[src/rtl/pipe_controller_pkg.sv]
// -----------------------------------------------------------------------------
// pipe_controller_pkg
// Shared encodings for the RV32I-subset pipeline controller:
//   - opcode constants recognised by the main decoder
//   - immediate-format, result-select, ALU-op and ALU-control encodings
//   - forwarding-mux select encodings
//   - packed control bundles carried by the E, M and W stage registers
//   - fwd_sel(): forwarding-select helper shared by the A and B operand paths
// No ports (package).
// -----------------------------------------------------------------------------
package pipe_controller_pkg;

  // Opcodes (instr[6:0])
  localparam logic [6:0] OP_LW  = 7'b0000011;
  localparam logic [6:0] OP_SW  = 7'b0100011;
  localparam logic [6:0] OP_R   = 7'b0110011;
  localparam logic [6:0] OP_I   = 7'b0010011;
  localparam logic [6:0] OP_BEQ = 7'b1100011;
  localparam logic [6:0] OP_JAL = 7'b1101111;

  // funct3 values with a dedicated ALU operation
  localparam logic [2:0] F3_ADDSUB = 3'b000;
  localparam logic [2:0] F3_SLT    = 3'b010;
  localparam logic [2:0] F3_OR     = 3'b110;
  localparam logic [2:0] F3_AND    = 3'b111;

  typedef enum logic [1:0] {
    IMM_I = 2'b00,
    IMM_S = 2'b01,
    IMM_B = 2'b10,
    IMM_J = 2'b11
  } immsrc_e;

  typedef enum logic [1:0] {
    RES_ALU = 2'b00,
    RES_MEM = 2'b01,
    RES_PC4 = 2'b10
  } resultsrc_e;

  typedef enum logic [1:0] {
    ALUOP_ADD   = 2'b00,
    ALUOP_SUB   = 2'b01,
    ALUOP_FUNCT = 2'b10
  } aluop_e;

  typedef enum logic [2:0] {
    ALU_ADD = 3'b000,
    ALU_SUB = 3'b001,
    ALU_AND = 3'b010,
    ALU_OR  = 3'b011,
    ALU_SLT = 3'b101
  } alucontrol_e;

  typedef enum logic [1:0] {
    FWD_RF = 2'b00,  // register file value
    FWD_W  = 2'b01,  // resultW
    FWD_M  = 2'b10   // aluresultM
  } fwd_e;

  // Execute-stage control bundle (D->E register contents)
  typedef struct packed {
    logic        regwrite;
    resultsrc_e  resultsrc;
    logic        memwrite;
    logic        jump;
    logic        branch;
    alucontrol_e alucontrol;
    logic        alusrc;
  } ctrl_e_t;

  // Memory-stage control bundle (E->M register contents)
  typedef struct packed {
    logic       regwrite;
    resultsrc_e resultsrc;
    logic       memwrite;
  } ctrl_m_t;

  // Writeback-stage control bundle (M->W register contents)
  typedef struct packed {
    logic       regwrite;
    resultsrc_e resultsrc;
  } ctrl_w_t;

  // Memory stage wins over writeback because it holds the younger result.
  // x0 is never forwarded: it always reads as zero from the register file.
  function automatic fwd_e fwd_sel(input logic [4:0] rs,
                                   input logic       regwrite_m,
                                   input logic [4:0] rd_m,
                                   input logic       regwrite_w,
                                   input logic [4:0] rd_w);
    fwd_e sel;
    sel = FWD_RF;
    if (rs != 5'd0) begin
      if (regwrite_m && (rs == rd_m)) begin
        sel = FWD_M;
      end else if (regwrite_w && (rs == rd_w)) begin
        sel = FWD_W;
      end
    end
    return sel;
  endfunction

endpackage

[src/rtl/pipe_controller_hazard_unit.sv]
// -----------------------------------------------------------------------------
// pipe_controller_hazard_unit
// Purely combinational hazard logic: operand forwarding selects for the
// execute stage, load-use stall detection, and stall/flush generation.
// Ports:
//   rs1D, rs2D   in  5  source registers of the instruction in decode
//   rs1E, rs2E   in  5  source registers of the instruction in execute
//   rdE, rdM, rdW in 5  destination registers of E, M and W stages
//   resultsrcE   in  2  result select of the instruction in execute
//   regwriteM    in  1  register write enable, memory stage
//   regwriteW    in  1  register write enable, writeback stage
//   pcsrcE       in  1  taken branch / jump resolved in execute
//   forwardAE    out 2  operand A forwarding select
//   forwardBE    out 2  operand B forwarding select
//   stallF       out 1  hold the PC
//   stallD       out 1  hold the F->D register
//   flushD       out 1  clear the F->D register
//   flushE       out 1  clear the D->E register
// -----------------------------------------------------------------------------
module pipe_controller_hazard_unit
  import pipe_controller_pkg::*;
(
  input  logic [4:0] rs1D,
  input  logic [4:0] rs2D,
  input  logic [4:0] rs1E,
  input  logic [4:0] rs2E,
  input  logic [4:0] rdE,
  input  logic [4:0] rdM,
  input  logic [4:0] rdW,
  input  logic [1:0] resultsrcE,
  input  logic       regwriteM,
  input  logic       regwriteW,
  input  logic       pcsrcE,
  output logic [1:0] forwardAE,
  output logic [1:0] forwardBE,
  output logic       stallF,
  output logic       stallD,
  output logic       flushD,
  output logic       flushE
);

  logic lw_stall;

  assign forwardAE = fwd_sel(rs1E, regwriteM, rdM, regwriteW, rdW);
  assign forwardBE = fwd_sel(rs2E, regwriteM, rdM, regwriteW, rdW);

  // A load in execute cannot forward its data until writeback, so a
  // dependent instruction in decode must wait one cycle. A load to x0
  // produces nothing to wait for.
  assign lw_stall = (resultsrcE == RES_MEM) && (rdE != 5'd0) &&
                    ((rs1D == rdE) || (rs2D == rdE));

  assign stallF = lw_stall;
  assign stallD = lw_stall;

  // When a load-use stall and a taken branch coincide, flushD discards the
  // stalled decode instruction, so the redirect takes effect.
  assign flushD = pcsrcE;
  assign flushE = lw_stall | pcsrcE;

endmodule

[src/rtl/pipe_controller.sv]
// -----------------------------------------------------------------------------
// pipe_controller
// Control path for a five-stage RV32I-subset pipeline (lw, sw, R-type,
// I-type ALU, beq, jal). Decodes the instruction in D, carries its controls
// through the D->E, E->M and M->W registers, and hosts the hazard unit.
// Ports:
//   clk, rst            in  1  clock; asynchronous active-high reset
//   op                  in  7  opcode of the decode-stage instruction
//   funct3              in  3  funct3 field of the decode-stage instruction
//   funct7              in  7  funct7 field (only bit 5 is meaningful)
//   zeroE               in  1  ALU zero flag, execute stage
//   rs1D, rs2D          in  5  decode-stage source registers
//   rs1E, rs2E, rdE     in  5  execute-stage register indices
//   rdM, rdW            in  5  memory / writeback destination registers
//   immsrcD             out 2  immediate format for the decode stage
//   alucontrolE         out 3  ALU operation, execute stage
//   alusrcE             out 1  ALU B operand select (1 = immediate)
//   pcsrcE              out 1  redirect the PC (taken beq or jal)
//   memwriteM           out 1  data memory write strobe
//   resultsrcW          out 2  writeback result select
//   regwriteW           out 1  register file write enable
//   forwardAE/BE        out 2  execute operand forwarding selects
//   stallF, stallD      out 1  load-use stall
//   flushD, flushE      out 1  pipeline register clears
// -----------------------------------------------------------------------------
module pipe_controller
  import pipe_controller_pkg::*;
(
  input  logic       clk,
  input  logic       rst,
  input  logic [6:0] op,
  input  logic [2:0] funct3,
  input  logic [6:0] funct7,
  input  logic       zeroE,
  input  logic [4:0] rs1D,
  input  logic [4:0] rs2D,
  input  logic [4:0] rs1E,
  input  logic [4:0] rs2E,
  input  logic [4:0] rdE,
  input  logic [4:0] rdM,
  input  logic [4:0] rdW,
  output logic [1:0] immsrcD,
  output logic [2:0] alucontrolE,
  output logic       alusrcE,
  output logic       pcsrcE,
  output logic       memwriteM,
  output logic [1:0] resultsrcW,
  output logic       regwriteW,
  output logic [1:0] forwardAE,
  output logic [1:0] forwardBE,
  output logic       stallF,
  output logic       stallD,
  output logic       flushD,
  output logic       flushE
);

  // ---------------------------------------------------------------------------
  // Main decoder (D stage)
  // ---------------------------------------------------------------------------
  logic        dec_regwrite;
  immsrc_e     dec_immsrc;
  logic        dec_alusrc;
  logic        dec_memwrite;
  resultsrc_e  dec_resultsrc;
  logic        dec_branch;
  aluop_e      dec_aluop;
  logic        dec_jump;
  alucontrol_e dec_alucontrol;
  logic        is_rtype;

  // Only funct7[5] distinguishes add from sub; the rest is don't-care here.
  logic unused_funct7;
  assign unused_funct7 = ^{funct7[6], funct7[4:0]};

  always_comb begin
    // Unknown opcodes fall through with everything inactive.
    dec_regwrite  = 1'b0;
    dec_immsrc    = IMM_I;
    dec_alusrc    = 1'b0;
    dec_memwrite  = 1'b0;
    dec_resultsrc = RES_ALU;
    dec_branch    = 1'b0;
    dec_aluop     = ALUOP_ADD;
    dec_jump      = 1'b0;
    case (op)
      OP_LW: begin
        dec_regwrite  = 1'b1;
        dec_immsrc    = IMM_I;
        dec_alusrc    = 1'b1;
        dec_resultsrc = RES_MEM;
      end
      OP_SW: begin
        dec_immsrc   = IMM_S;
        dec_alusrc   = 1'b1;
        dec_memwrite = 1'b1;
      end
      OP_R: begin
        dec_regwrite = 1'b1;
        dec_aluop    = ALUOP_FUNCT;
      end
      OP_I: begin
        dec_regwrite = 1'b1;
        dec_immsrc   = IMM_I;
        dec_alusrc   = 1'b1;
        dec_aluop    = ALUOP_FUNCT;
      end
      OP_BEQ: begin
        dec_immsrc = IMM_B;
        dec_branch = 1'b1;
        dec_aluop  = ALUOP_SUB;
      end
      OP_JAL: begin
        dec_regwrite  = 1'b1;
        dec_immsrc    = IMM_J;
        dec_resultsrc = RES_PC4;
        dec_jump      = 1'b1;
      end
      default: ;
    endcase
  end

  assign immsrcD = dec_immsrc;

  // ---------------------------------------------------------------------------
  // ALU decoder (D stage)
  // ---------------------------------------------------------------------------
  assign is_rtype = (op == OP_R);

  always_comb begin
    dec_alucontrol = ALU_ADD;
    case (dec_aluop)
      ALUOP_ADD: dec_alucontrol = ALU_ADD;
      ALUOP_SUB: dec_alucontrol = ALU_SUB;
      ALUOP_FUNCT: begin
        case (funct3)
          // funct7[5] in an I-type is an immediate bit, so addi never subtracts.
          F3_ADDSUB: dec_alucontrol = (is_rtype && funct7[5]) ? ALU_SUB : ALU_ADD;
          F3_SLT:    dec_alucontrol = ALU_SLT;
          F3_OR:     dec_alucontrol = ALU_OR;
          F3_AND:    dec_alucontrol = ALU_AND;
          default:   dec_alucontrol = ALU_ADD;
        endcase
      end
      default: dec_alucontrol = ALU_ADD;
    endcase
  end

  // ---------------------------------------------------------------------------
  // Control pipeline registers
  // ---------------------------------------------------------------------------
  ctrl_e_t ctrl_e_d, ctrl_e_q;
  ctrl_m_t ctrl_m_d, ctrl_m_q;
  ctrl_w_t ctrl_w_d, ctrl_w_q;

  always_comb begin
    ctrl_e_d.regwrite   = dec_regwrite;
    ctrl_e_d.resultsrc  = dec_resultsrc;
    ctrl_e_d.memwrite   = dec_memwrite;
    ctrl_e_d.jump       = dec_jump;
    ctrl_e_d.branch     = dec_branch;
    ctrl_e_d.alucontrol = dec_alucontrol;
    ctrl_e_d.alusrc     = dec_alusrc;
    // A flushed slot enters execute as a bubble that writes nothing.
    if (flushE) begin
      ctrl_e_d = '0;
    end
  end

  always_comb begin
    ctrl_m_d.regwrite  = ctrl_e_q.regwrite;
    ctrl_m_d.resultsrc = ctrl_e_q.resultsrc;
    ctrl_m_d.memwrite  = ctrl_e_q.memwrite;
  end

  always_comb begin
    ctrl_w_d.regwrite  = ctrl_m_q.regwrite;
    ctrl_w_d.resultsrc = ctrl_m_q.resultsrc;
  end

  always_ff @(posedge clk or posedge rst) begin
    if (rst) begin
      ctrl_e_q <= '0;
      ctrl_m_q <= '0;
      ctrl_w_q <= '0;
    end else begin
      ctrl_e_q <= ctrl_e_d;
      ctrl_m_q <= ctrl_m_d;
      ctrl_w_q <= ctrl_w_d;
    end
  end

  // ---------------------------------------------------------------------------
  // Stage outputs
  // ---------------------------------------------------------------------------
  assign alucontrolE = ctrl_e_q.alucontrol;
  assign alusrcE     = ctrl_e_q.alusrc;
  assign pcsrcE      = (ctrl_e_q.branch & zeroE) | ctrl_e_q.jump;
  assign memwriteM   = ctrl_m_q.memwrite;
  assign resultsrcW  = ctrl_w_q.resultsrc;
  assign regwriteW   = ctrl_w_q.regwrite;

  // ---------------------------------------------------------------------------
  // Hazard unit
  // ---------------------------------------------------------------------------
  pipe_controller_hazard_unit hazard_unit (
    .rs1D       (rs1D),
    .rs2D       (rs2D),
    .rs1E       (rs1E),
    .rs2E       (rs2E),
    .rdE        (rdE),
    .rdM        (rdM),
    .rdW        (rdW),
    .resultsrcE (ctrl_e_q.resultsrc),
    .regwriteM  (ctrl_m_q.regwrite),
    .regwriteW  (ctrl_w_q.regwrite),
    .pcsrcE     (pcsrcE),
    .forwardAE  (forwardAE),
    .forwardBE  (forwardBE),
    .stallF     (stallF),
    .stallD     (stallD),
    .flushD     (flushD),
    .flushE     (flushE)
  );

endmodule

[config.mk]
export PLATFORM = sky130hd
export DESIGN_NAME = pipe_controller
export DESIGN_NICKNAME = d
export VERILOG_FILES = /design/src/rtl/pipe_controller_pkg.sv /design/src/rtl/pipe_controller_hazard_unit.sv /design/src/rtl/pipe_controller.sv
export SDC_FILE = /design/constraint.sdc
export NUM_CORES = 1
export LEC_CHECK = 0
export BUFFER_PORTS_ARGS = -buffer_cell sky130_fd_sc_hd__buf_2
export CORE_ASPECT_RATIO = 0.9
export CORE_MARGIN = 5
export CORE_UTILIZATION = 37
export DETAILED_ROUTE_END_ITERATION = 6
export PLACE_DENSITY = 0.82
export SLEW_MARGIN = 40
export SYNTH_ARGS = -nofsm -noshare
export SYNTH_HDL_FRONTEND = slang
export SYNTH_HIERARCHICAL = 1
export SYNTH_SLANG_ARGS = --single-unit
[constraint.sdc]
create_clock -name clk -period 1.3 [get_ports clk]
set_input_delay 0.13 -clock clk [delete_from_list [all_inputs] [get_ports clk]]
set_output_delay 0.13 -clock clk [all_outputs]
set_load 0.005 [all_outputs]
==> reports/qor.txt <==
Status -> finished with violations
Failing checks -> setup timing
Seq/Total Area, Yosys -> 36.0%
Tcrit/Tclk final -> 110%
Ys Warns -> 6
WP data required -> 1.51 ns
Root Driver -> clkbuf_4
Fin. max-slew vios -> 0
Post-synth EDFFs -> 0
Reg clk slew, reported paths -> 0.10 ns
CP Launch Type -> flop
DIE HEIGHT -> 62.0 um
Finish-stage setup viols -> 10
Vias in the first global route -> 1160
RD Place Congestion -> 0.863
Tmin final -> 1.43 ns
Post-DR vias/cell -> 4.81
HPWL Detailed -> 2.58 mm
Total Nets Final -> 262
Die Width -> 67.8 um
Dpl cells -> 235
Initial Utilization -> 39.5%
CTS tree -> built
Pin count of the biggest net entering global routing -> 17
Share of layout cells above drive strength 1 -> 56.9%
Number of CTS-inserted buffers -> 3
Register area -> 402 um^2
P per Cell Area -> 640 nW/um^2
Post-synth top area share -> 36.0%
Gr usage total -> 16.1%
Wire per inst -> 14.0 um
Largest cells by area after synthesis -> dfrtp_1 36%, xor2_1 17%, xnor2_1 6.3%
GR Overflow Total -> 0
# fillers -> 243
Max frequency -> 0.701 GHz
Worst VDD drop -> 515 uV
Cell area after synthesis -> 1110 um^2
Routed WL -> 3.42 mm
Global-route wire length before repair -> 5.03 mm
Path depth of the worst reg2reg path -> 6
Syn nets -> 176
Hold/Removal Path Class -> input port to flop
DRT Pass-1 Iters -> 4
Antenna cells -> 0
RSZ-0062 raised after global routing -> yes
Ys async rst share -> 100%
Area leader, netlist -> dfrtp_1
Worst-Margin Slew -> 0.584 ns
# rows -> 18
H-tree depth -> 1
Core area -> 2820 um^2
Drt initial violations -> 18
CTS max path bufs -> 2
Final Skew -> 0.00836 ns
CP arrival -> 1.64 ns
Worst setup EP type -> flop
Ys flop type -> dfrtp_1
Synth cell count leaders -> 21 x xor2_1, 16 x dfrtp_1, 9 x nor2_1, 8 x xnor2_1, 7 x inv_1
Die area -> 4200 um^2
Count leader, synth -> xor2_1
Yosys cell types -> 32
I/O Buffers -> 67
Final Non-Filler Cells -> 244
Max_cap viols -> 0
Hold Fails Final Rpt -> 0
Final hold slack -> 0.0216 ns
P&R area growth vs syn -> 61.9%
CP Max Fanout -> 4
Worst hold path depth -> 2
Avg Inst Size Synth -> 9.35 um^2
Power Total -> 1.15 mW
Drt drc -> 0
Clk_lat worst skew -> 0.29 ns
Critical path type -> flop to flop
Area of the multi-input gates -> 771 um^2
Pleak -> 0.917 nW
Via Count -> 1174
Initial antenna violation count -> 0
Slew Limit Headroom -> 61.0%
Routed Antenna Nets -> 0
Synth Register Bits -> 16
Cells after synthesis -> 119
CTS Sinks -> 16
Worst setup margin -> -0.127 ns
IO Pins -> 74
-- sequential cells by signal, summed over array words and instances, names as in the netlist --
signal,cells
memwriteM,1
ctrl_m_q,3
alusrcE,1
resultsrcW,2
alucontrolE,3
ctrl_e_q,5
regwriteW,1
-- through the flow --
step | utilization [%] | setup slack [ns] | setup TNS, ns | cell area (um^2)
final | 64.0 | -0.127 | -0.704 | 1800
after global routing | 64.0 | -0.226 | -1.60 | 1800
after CTS | 60.6 | -0.117 | -0.566 | 1710
after detailed placement | 56.6 | -0.298 | -2.57 | 1590
after global placement | 56.6 | -0.219 | -1.72 | 1590
after floorplan | - | -0.0360 | -0.0399 | 1140
-- path summary, 6_finish.rpt --
path	from	end	slack [ns]
setup / recovery	ctrl_e_q[5]$_DFF_PP0_	ctrl_e_q[7]$_DFF_PP0_	-0.13
min in group asynchronous	rst	ctrl_e_q[9]$_DFF_PP0_	0.44
hold / removal	funct3[0]	alucontrolE[2]$_DFF_PP0_	0.02
hold reg to reg	ctrl_m_q[2]$_DFF_PP0_	resultsrcW[1]$_DFF_PP0_	0.36
setup reg to reg	ctrl_e_q[5]$_DFF_PP0_	ctrl_e_q[7]$_DFF_PP0_	-0.13
max in group asynchronous	rst	ctrl_e_q[5]$_DFF_PP0_	0.45
-- critical path: stages (launching register included) --
cell and delay [ns]:
dfrtp_2 0.46, a21o_1 0.19, inv_2 0.06, o41ai_4 0.07, buf_4 0.16, nand3b_1 0.23
nor3_2 0.17
-- layout make-up --
type,instances,area share (%)
Inverter,7,1.46
Tap cell,40,2.78
Sequential cell,16,22.3
Clock buffer,4,2.02
Timing Repair Buffer,86,28.6
Multi-Input combinational cell,91,42.8
-- metal layers --
layer  up-vias  share of wire (%)  global-route usage (%)
met3         2                 10                    5.94
met2        45                 52                    30.5
li1        578                  -                       -
met5         -                  0                       0
met1       549                 38                    17.4
met4         0               0.23                    3.40
-- report_power, final --
group          internal, mW  total [mW]  switching [mW]  leakage [nW]
clock network         0.171       0.329           0.158        0.0210
logic                 0.163       0.321           0.158         0.675
registers             0.501       0.503         0.00204         0.221
total                 0.835        1.15           0.319         0.917
-- cells in the final DEF (no fill, tap or decap), types with 2 or more instances in the layout --
cell type	synthesis	final
buf_6	0	6
or4_4	0	2
or3_1	2	2
a21oi_1	5	4
xnor2_1	8	8
nor3_2	2	5
nor3_1	6	2
buf_4	5	17
buf_2	0	62
ha_1	2	2
nor4_2	0	3
xor2_1	21	21
inv_2	0	2
nor2_1	9	6
nor4_1	5	2
nand3_1	3	2
or2_1	2	2
clkbuf_4	0	3
inv_1	7	5
nor2_4	0	2
dfrtp_1	16	15
nand2_1	5	4
nand3b_1	2	2
nand4_1	2	2
-- cells by family (layout without fill, tap and decap cells) --
kind of cell / Yosys count / in the layout / synth area share (%)
compound gates: 12 / 12 / 7.76
simple gates: 48 / 48 / 25.4
flops: 16 / 16 / 36.0
fa+ha+maj: 2 / 2 / 2.25
xor+xnor: 29 / 29 / 22.8
buf+inv: 12 / 97 / 5.74
-- timing repair --
| action | in CTS | in global routing |
|---|---|---|
| setup buffers | 4 | 0 |
| endpoints found under the hold margin | 16 | 0 |
| pin swaps | 7 | 11 |
| endpoints found under the setup margin | 11 | 19 |
| gates resized for setup | 11 | 19 |
| hold buffers | 1 | 0 |
No activity file was read; power rests on OpenSTA's default activity.
